File: src/rtl/seg_scan_decoder.sv
// Recovers per-digit BCD values from a multiplexed active-low 7-segment bus and emits change events.
// Optional SEG_DP_EN widens seg_in to 8 bits and adds out_dp carrying the decimal point state.
module seg_scan_decoder #(
  parameter int DIGITS = 4,
  parameter int STABLE_CYCLES = 4,
  localparam int DW = (DIGITS > 1) ? $clog2(DIGITS) : 1,
`ifdef SEG_DP_EN
  localparam int SW = 8
`else
  localparam int SW = 7
`endif
) (
  input  logic                  clk,
  input  logic                  rst,
  input  logic                  sample_en,
  input  logic [DIGITS-1:0]     dig_en,
  input  logic [SW-1:0]         seg_in,
  output logic                  out_valid,
  input  logic                  out_ready,
  output logic [DW-1:0]         out_digit,
  output logic [3:0]            out_value,
  output logic                  out_err,
  output logic                  overflow,
`ifdef SEG_DP_EN
  output logic                  out_dp,
`endif
  output logic [4*DIGITS-1:0]   digit_values
);

  localparam int CW = $clog2(STABLE_CYCLES + 1);

  typedef enum logic {SEARCH, LOCKED} state_t;

  state_t            state_p0, state_n;
  logic [DIGITS-1:0] cap_en_p0, cap_en_n;
  logic [SW-1:0]     cap_seg_p0, cap_seg_n;
  logic [CW-1:0]     cnt_p0, cnt_n;
  logic              commit;
  logic              qual;
  logic [4:0]        dec;
  logic [3:0]        dec_val;
  logic              dec_err;
  logic [3:0]        old_val;
  logic [DW-1:0]     dig_idx;
  logic              evt;

  // Returns {err, value}; unknown patterns decode to value F with err set.
  function automatic logic [4:0] decode7(input logic [6:0] seg);
    logic [4:0] r;
    case (seg)
      7'h40:   r = 5'h00;
      7'h79:   r = 5'h01;
      7'h24:   r = 5'h02;
      7'h30:   r = 5'h03;
      7'h19:   r = 5'h04;
      7'h12:   r = 5'h05;
      7'h02:   r = 5'h06;
      7'h78:   r = 5'h07;
      7'h00:   r = 5'h08;
      7'h18:   r = 5'h09;
      default: r = 5'h1F;
    endcase
    return r;
  endfunction

  function automatic logic [DW-1:0] onehot_idx(input logic [DIGITS-1:0] v);
    logic [DW-1:0] idx;
    idx = '0;
    for (int i = 0; i < DIGITS; i++)
      if (v[i]) idx = DW'(i);
    return idx;
  endfunction

  assign qual    = ($countones(dig_en) == 1);
  assign dec     = decode7(seg_in[6:0]);
  assign dec_val = dec[3:0];
  assign dec_err = dec[4];
  assign dig_idx = onehot_idx(dig_en);

  always_comb begin
    old_val = 4'hF;
    for (int i = 0; i < DIGITS; i++)
      if (dig_en[i]) old_val = digit_values[4*i +: 4];
  end

  // Stability tracker: count identical qualified samples, commit once per stable run.
  always_comb begin
    state_n   = state_p0;
    cap_en_n  = cap_en_p0;
    cap_seg_n = cap_seg_p0;
    cnt_n     = cnt_p0;
    commit    = 1'b0;
    if (sample_en) begin
      if (!qual) begin
        cnt_n   = '0;
        state_n = SEARCH;
      end else if (dig_en == cap_en_p0 && seg_in == cap_seg_p0) begin
        if (state_p0 == SEARCH) begin
          cnt_n = cnt_p0 + CW'(1);
          if (cnt_n == CW'(STABLE_CYCLES)) begin
            commit  = 1'b1;
            state_n = LOCKED;
          end
        end
      end else begin
        cap_en_n  = dig_en;
        cap_seg_n = seg_in;
        cnt_n     = CW'(1);
        if (STABLE_CYCLES == 1) begin
          commit  = 1'b1;
          state_n = LOCKED;
        end else begin
          state_n = SEARCH;
        end
      end
    end
  end

`ifdef SEG_DP_EN
  logic [DIGITS-1:0] dp_vals;
  logic              dp_lit;
  logic              old_dp;

  assign dp_lit = ~seg_in[7];

  always_comb begin
    old_dp = 1'b0;
    for (int i = 0; i < DIGITS; i++)
      if (dig_en[i]) old_dp = dp_vals[i];
  end

  assign evt = commit && (dec_err || (dec_val != old_val) || (dp_lit != old_dp));
`else
  assign evt = commit && (dec_err || (dec_val != old_val));
`endif

  // Commit/event stage: update stored digits and the output event register.
  always_ff @(posedge clk) begin
    if (rst) begin
      state_p0     <= SEARCH;
      cap_en_p0    <= '0;
      cap_seg_p0   <= '0;
      cnt_p0       <= '0;
      out_valid    <= 1'b0;
      out_digit    <= '0;
      out_value    <= 4'h0;
      out_err      <= 1'b0;
      overflow     <= 1'b0;
      digit_values <= {DIGITS{4'hF}};
`ifdef SEG_DP_EN
      dp_vals      <= '0;
      out_dp       <= 1'b0;
`endif
    end else begin
      state_p0   <= state_n;
      cap_en_p0  <= cap_en_n;
      cap_seg_p0 <= cap_seg_n;
      cnt_p0     <= cnt_n;
      if (commit) begin
        for (int i = 0; i < DIGITS; i++) begin
          if (dig_en[i]) begin
            digit_values[4*i +: 4] <= dec_val;
`ifdef SEG_DP_EN
            dp_vals[i]             <= dp_lit;
`endif
          end
        end
      end
      if (evt) begin
        if (!out_valid || out_ready) begin
          out_valid <= 1'b1;
          out_digit <= dig_idx;
          out_value <= dec_val;
          out_err   <= dec_err;
`ifdef SEG_DP_EN
          out_dp    <= dp_lit;
`endif
        end else begin
          overflow <= 1'b1;
        end
      end else if (out_ready) begin
        out_valid <= 1'b0;
      end
    end
  end

endmodule
File: config.mk
export PLATFORM = sky130hd
export DESIGN_NAME = seg_scan_decoder
export DESIGN_NICKNAME = d
export VERILOG_FILES = /design/src/rtl/seg_scan_decoder.sv
export SDC_FILE = /design/constraint.sdc
export NUM_CORES = 1
export LEC_CHECK = 0
export CORE_ASPECT_RATIO = 2
export CORE_MARGIN = 10
export CORE_UTILIZATION = 45
export CTS_CLUSTER_DIAMETER = 30
export DETAILED_ROUTE_END_ITERATION = 12
export PLACE_DENSITY = 0.7
export REMOVE_ABC_BUFFERS = 1
export SLEW_MARGIN = 15
export SYNTH_ARGS = -nofsm -noshare
export SYNTH_HDL_FRONTEND = slang
export SYNTH_SLANG_ARGS = --single-unit
File: constraint.sdc
create_clock -name clk -period 6.6 [get_ports clk]
set_input_delay 1.65 -clock clk [delete_from_list [all_inputs] [get_ports clk]]
set_output_delay 1.65 -clock clk [all_outputs]
set_load 0.02 [all_outputs]
==> flow_summary.ini, run 1 <==
[finish]
n_fill_cell = 451
diodes = 0
final_net_count = 312
drive_gt1_frac = 0.0853
design_area_sq_mm = 0.00280
area_growth_pct = 21.7
post-route-util = 0.569

[synthesis]
netlist_area_sq_mm = 0.00230
ys_ff_latch = 40
avgSynthCellArea_sq_um = 8.76
synth-edff-count = 0
async_reset_ff_frac = 0
synth_area_leaders = dfxtp_1 (35%), nor2_1 (7.0%), a211o_1 (6.5%)
ys.flop_type = dfxtp_1
synth_cell_type_count = 54
ys_seq_area_frac = 0.349
syn_inst = 262
synth_top_area_cell = dfxtp_1
synth_warnings = 0
yosysTopAreaCellShare = 0.349

[place]
hpwl_um = 4200
port_buffers = 39
placed_area_sq_mm = 0.00267
routabilityCongestion = 0.879

[worst_setup_path]
cp_slowest_stage_delay_ps = 600
worst_ep_required_time_ps = 6780
critPathMaxFanout = 10
setup.worst_path.start = dig_en[3]
slowest_stage = clkdlybuf4s50_1
arrival_ps = 5280
crit-reg2reg-launch = cap_seg_p0[5]$_SDFFE_PP0P_
worst-setup-path-type = in2reg
startpoint_type = primary input
worstPathCellList = clkdlybuf4s50_1 -> inv_2 -> fa_1 -> inv_1 -> ha_1 -> ha_1 -> nor3b_1 -> and4_1 -> o2111ai_1 -> a31oi_4 -> mux2_4
cp_num_buf_inv = 3
cpMostUsedCell = ha_1
cp-end-kind = register
cp_top_family = adder cells

[pwr]
irDropWorstVdd_mv = 0.214
power_density_mw_per_mm2 = 188
leakagePower_nw = 1.14

[cts]
cts_resized = 0
cts_buffers = 5
cts_root_buf = clkbuf_8
ctsHoldBuffers = 0
cts_sinks = 40
cts.path.max_buffers = 2
path_clk_slew_ps = 70
htreeDepth = 2
tritoncts = yes
clk_latency_ps = 290
post-cts-setup-buffers = 0

[floorplanning]
start_util = 0.468
chipWidth_um = 70.5
coreArea_sq_mm = 0.00491
dieArea_sq_mm = 0.00853
row_count = 36
fp.dieH_um = 121
io_pins = 40

[route]
viasPerCell = 5.56
dr.pass1.iters = 4
drtIter0Drc = 123
drtAntennaViolNets = 0
drt-total-wl_um = 5500
wire_per_inst_um = 15.7
vias = 1947
drcViolationCount = 0

[worst_hold_path]
hp-start = out_digit[1]$_SDFFE_PP0P_
worstHoldPathType = reg2reg

[grt]
grt_pass1_vias = 1908
grt_usage = 0.131
antenna_found_initial = 0
grt_pass1_wl_um = 9250
grt-ovfl-total = 0
grt_max_degree = 48

[sta]
layout_min_cycle_time_ps = 5090
final_max_slew_viol_count = 0
finalSetupViolations = 0
worstMarginPinSlew_ps = 885
fmax_ghz = 0.196
post-route-period-util = 0.772
hold_violations = 0
grt_setup_unrepaired = no
finClkSkew_ps = 6.19
slew-limit-headroom = 0.404
fin_setup_tns_ps = 0

[status]
outcome = complete, no violations

[run]
maxCapViolCount = 0
layer usage:
| metal | track usage | wire [um] | vias up |
|---|---|---|---|
| met5 | 0 | 0 | - |
| met1 | 0.131 | 2180 | 916 |
| met2 | 0.249 | 3030 | 33 |
| li1 | - | - | 992 |
| met4 | 0.0533 | 90 | 0 |
| met3 | 0.0278 | 201 | 6 |
final timing paths:
path         slack (ps)  cells after the start                         to
max                1510                     11  out_digit[0]$_SDFFE_PP0P_
min                 490                      2  out_digit[1]$_SDFFE_PP0P_
max reg2reg        3900                      7  out_digit[0]$_SDFFE_PP0P_
min reg2reg         490                      2  out_digit[1]$_SDFFE_PP0P_
placed cells by master (no fill, tap or decap), types with 2 or more instances in the layout:
| cell type | n |
|---|---|
| o211ai_1 | 2 |
| nand3b_1 | 2 |
| mux2i_1 | 8 |
| nor2_1 | 43 |
| xnor2_1 | 13 |
| clkbuf_8 | 6 |
| a211o_1 | 17 |
| a21o_1 | 3 |
| clkdlybuf4s50_1 | 39 |
| o22ai_1 | 6 |
| nor3b_1 | 2 |
| inv_1 | 10 |
| a211oi_1 | 4 |
| and4_1 | 2 |
| dfxtp_1 | 40 |
| o21ai_0 | 3 |
| nor2b_1 | 8 |
| o21ba_2 | 2 |
| nor4_1 | 3 |
| nand2_1 | 9 |
| nand4_1 | 3 |
| nand2b_1 | 3 |
| or3_1 | 3 |
| a21oi_1 | 13 |
| nor3_1 | 9 |
| nand3_1 | 3 |
| mux2_4 | 6 |
| ha_1 | 4 |
power by group:
part	total (mW)	internal, mW	switching, mW
clock network	0.213	0.124	0.0892
logic	0.0633	0.0274	0.0359
registers	0.249	0.246	0.00329
sequential cells by signal (all words and copies together), names as in the netlist:
name / count
out_err: 1
out_value: 4
digit_values: 16
out_valid: 1
state_p0: 1
out_digit: 2
cap_seg_p0: 7
cnt_p0: 3
cap_en_p0: 4
overflow: 1
synthesized netlist by cell type, types with 4 or more instances:
master and number:
nor2_1 43, buf_2 4, clkbuf_1 9, a211o_1 17, a211oi_1 4, nor2b_1 8
dfxtp_1 40, ha_1 4, xnor2_1 13, mux2_4 6, a21oi_1 13, inv_1 10
mux2i_1 8, nor3_1 9, nand2_1 9, o22ai_1 6
worst min-delay path: cells and delay by family, from the launching register on:
family	cells	cell delay, ps
DFF	1	320
and+or+nand+nor	1	70
muxes	1	60
final cells by class:
type / instances / area [sq um] / share of cell area
inverters: 11 / 41.3 / 0.0148
clock buffers: 6 / 82.6 / 0.0295
clock inverters: 2 / 38.8 / 0.0139
repair buffers: 40 / 398 / 0.142
multi-input cells: 194 / 1360 / 0.487
well taps: 57 / 71.3 / 0.0255
flip-flops and latches: 40 / 801 / 0.286
through the flow:
step                power, mW  instances  hold slack (ps)  setup slack (ps)
floorplan               0.290        245              463              2110
global placement        0.317        342              465              1320
global route            0.551        350              512              1300
finish                  0.525        350              488              1510
CTS                     0.532        350              496              1530
detailed placement      0.318        342              478              1210
cells by family (layout without fill, tap and decap cells):
| group | Yosys count | count (layout) | share of synthesized area |
|---|---|---|---|
| AND/OR/NAND/NOR | 99 | 99 | 0.220 |
| AO/OA/AOI/OAI | 62 | 62 | 0.216 |
| flip-flops | 40 | 40 | 0.349 |
| buffers and inverters | 28 | 59 | 0.0578 |
| XOR/XNOR | 14 | 14 | 0.0534 |
| multiplexers | 14 | 14 | 0.0741 |
| adder cells (fa/ha/maj) | 5 | 5 | 0.0305 |
Power figures use the tool's default switching activity.
==> inputs of run 2 (changes only) <==
==> constraint.sdc (replaced) <==
create_clock -name clk -period 4.8 [get_ports clk]
set_input_delay 1.2 -clock clk [delete_from_list [all_inputs] [get_ports clk]]
set_output_delay 1.2 -clock clk [all_outputs]
set_load 0.02 [all_outputs]
==> flow_summary.ini, run 2 (same netlist as run 1, synthesis figures left out) <==
[status]
outcome = complete, no violations

[route]
vias = 2015
drcViolationCount = 0
wire_per_inst_um = 16.2
drtIter0Drc = 114
viasPerCell = 5.64
dr.pass1.iters = 5
drt-total-wl_um = 5800
drtAntennaViolNets = 0

[grt]
grt_pass1_vias = 2034
grt_pass1_wl_um = 9790
grt-ovfl-total = 0
grt_usage = 0.137
grt_max_degree = 27
antenna_found_initial = 0

[worst_hold_path]
hp-start = out_digit[1]$_SDFFE_PP0P_
worstHoldPathType = reg2reg
whs_path_depth = 2
min_to = out_digit[1]$_SDFFE_PP0P_

[floorplanning]
io_pins = 40
row_count = 36
chipWidth_um = 70.5
dieArea_sq_mm = 0.00853
start_util = 0.468
coreArea_sq_mm = 0.00491
fp.dieH_um = 121

[pwr]
irDropWorstVdd_mv = 0.384
power_density_mw_per_mm2 = 257
leakagePower_nw = 1.17

[place]
hpwl_um = 4440
port_buffers = 39
placed_area_sq_mm = 0.00273
routabilityCongestion = 0.867

[cts]
htreeDepth = 2
cts_buffers = 5
cts_sinks = 40
tritoncts = yes
cts_resized = 0
ctsHoldBuffers = 0
post-cts-setup-buffers = 0
clk_latency_ps = 290
path_clk_slew_ps = 80
cts.path.max_buffers = 2
cts_root_buf = clkbuf_8

[finish]
largest_registers = digit_values (16), cap_seg_p0 (7)
design_area_sq_mm = 0.00285
mostFrequentLayoutCells = nor2_1 (43), dfxtp_1 (40), clkdlybuf4s50_1 (39), a211o_1 (17)
area_growth_pct = 24.3
drive_gt1_frac = 0.107
final_net_count = 319
final_common_cell = nor2_1
post-route-util = 0.581
largest_reg_flops = 16
regMostFlops = digit_values
diodes = 0

[sta]
finalSetupViolations = 0
fin_setup_tns_ps = 0
finClkSkew_ps = 10.6
whs_ps = 488
slew-limit-headroom = 0.353
post-route-period-util = 0.890
grt_setup_unrepaired = no
hold_violations = 0
fmax_ghz = 0.234
worstMarginPinSlew_ps = 967
layout_min_cycle_time_ps = 4270
final_max_slew_viol_count = 0

[worst_setup_path]
arrival_ps = 4450
r2r_slack_ps = 2350
worstPathCellList = clkdlybuf4s50_1 -> inv_1 -> fa_1 -> inv_1 -> ha_1 -> ha_1 -> nor3b_1 -> and4_1 -> o2111ai_1 -> a31oi_4 -> mux2_4
worst_ep_required_time_ps = 4980
crit-reg2reg-launch = cnt_p0[0]$_SDFFE_PP0P_
slowest_stage = clkdlybuf4s50_1
critPathMaxFanout = 7
worst-setup-path-type = in2reg
startpoint_type = primary input
r2r_cells = 7
cp-end-kind = register
cp_slowest_stage_delay_ps = 580
regToRegEndpoint = out_digit[0]$_SDFFE_PP0P_

[run]
maxCapViolCount = 0
==> run 2: cell count changes in the layout (fill, tap and decap cells not counted), sizes merged <==
cell    change
buf         +7
clkbuf      +1
clkinv      -1
==> run 2: worst max-delay path by stage <==
| stage | start | endpoint | slack [ps] | cells past startpoint |
|---|---|---|---|---|
| 2_1_floorplan | dig_en[0] | out_digit[0]$_SDFFE_PP0P_ | 760 | 10 |
| 3_3_place_gp | dig_en[1] | out_err$_SDFFE_PP0P_ | 330 | 11 |
| 3_5_place_dp | dig_en[1] | out_err$_SDFFE_PP0P_ | 220 | 11 |
| 4_1_cts | dig_en[1] | out_value[0]$_SDFFE_PP0P_ | 530 | 11 |
| 5_1_grt | dig_en[0] | out_digit[0]$_SDFFE_PP0P_ | 380 | 11 |
| 6_report | dig_en[1] | out_digit[0]$_SDFFE_PP0P_ | 530 | 11 |
==> run 2: power breakdown <==
| group | internal, mW | total [mW] | switching (mW) |
|---|---|---|---|
| clock | 0.183 | 0.299 | 0.115 |
| combinational | 0.0416 | 0.0927 | 0.0511 |
| sequential | 0.338 | 0.343 | 0.00456 |
==> run 2: routing by layer <==
metal	share of wire	GRT usage	vias up	wire [um]
li1	-	-	1010	-
met5	0	0	-	0
met1	0.38	0.135	950	2180
met2	0.56	0.260	47	3240
met4	0.017	0.0558	0	96
met3	0.048	0.0336	8	281
==> run 2: worst max-delay path: cells and delay by family <==
kind            cells  cell delay, ps
compound gates      2             670
mux                 1             330
buf+inv             3             730
fa+ha+maj           3             940
simple gates        2             580
==> run 2: cell type report <==
| cell class | instances | area [sq um] |
|---|---|---|
| Fill cell | 451 | 2060 |
| Tap cell | 57 | 71.3 |
| Timing Repair Buffer | 47 | 450 |
| Clock inverter | 1 | 30.0 |
| Clock buffer | 7 | 96.3 |
| Inverter | 11 | 41.3 |
| Multi-Input combinational cell | 194 | 1360 |
| Sequential cell | 40 | 801 |
==> run 2: through the flow <==
stage | power [mW] | setup slack, ps | instances
2_1_floorplan | 0.399 | 762 | 245
3_3_place_gp | 0.442 | 325 | 349
3_5_place_dp | 0.443 | 220 | 349
4_1_cts | 0.738 | 534 | 357
5_1_grt | 0.764 | 383 | 357
6_report | 0.734 | 529 | 357
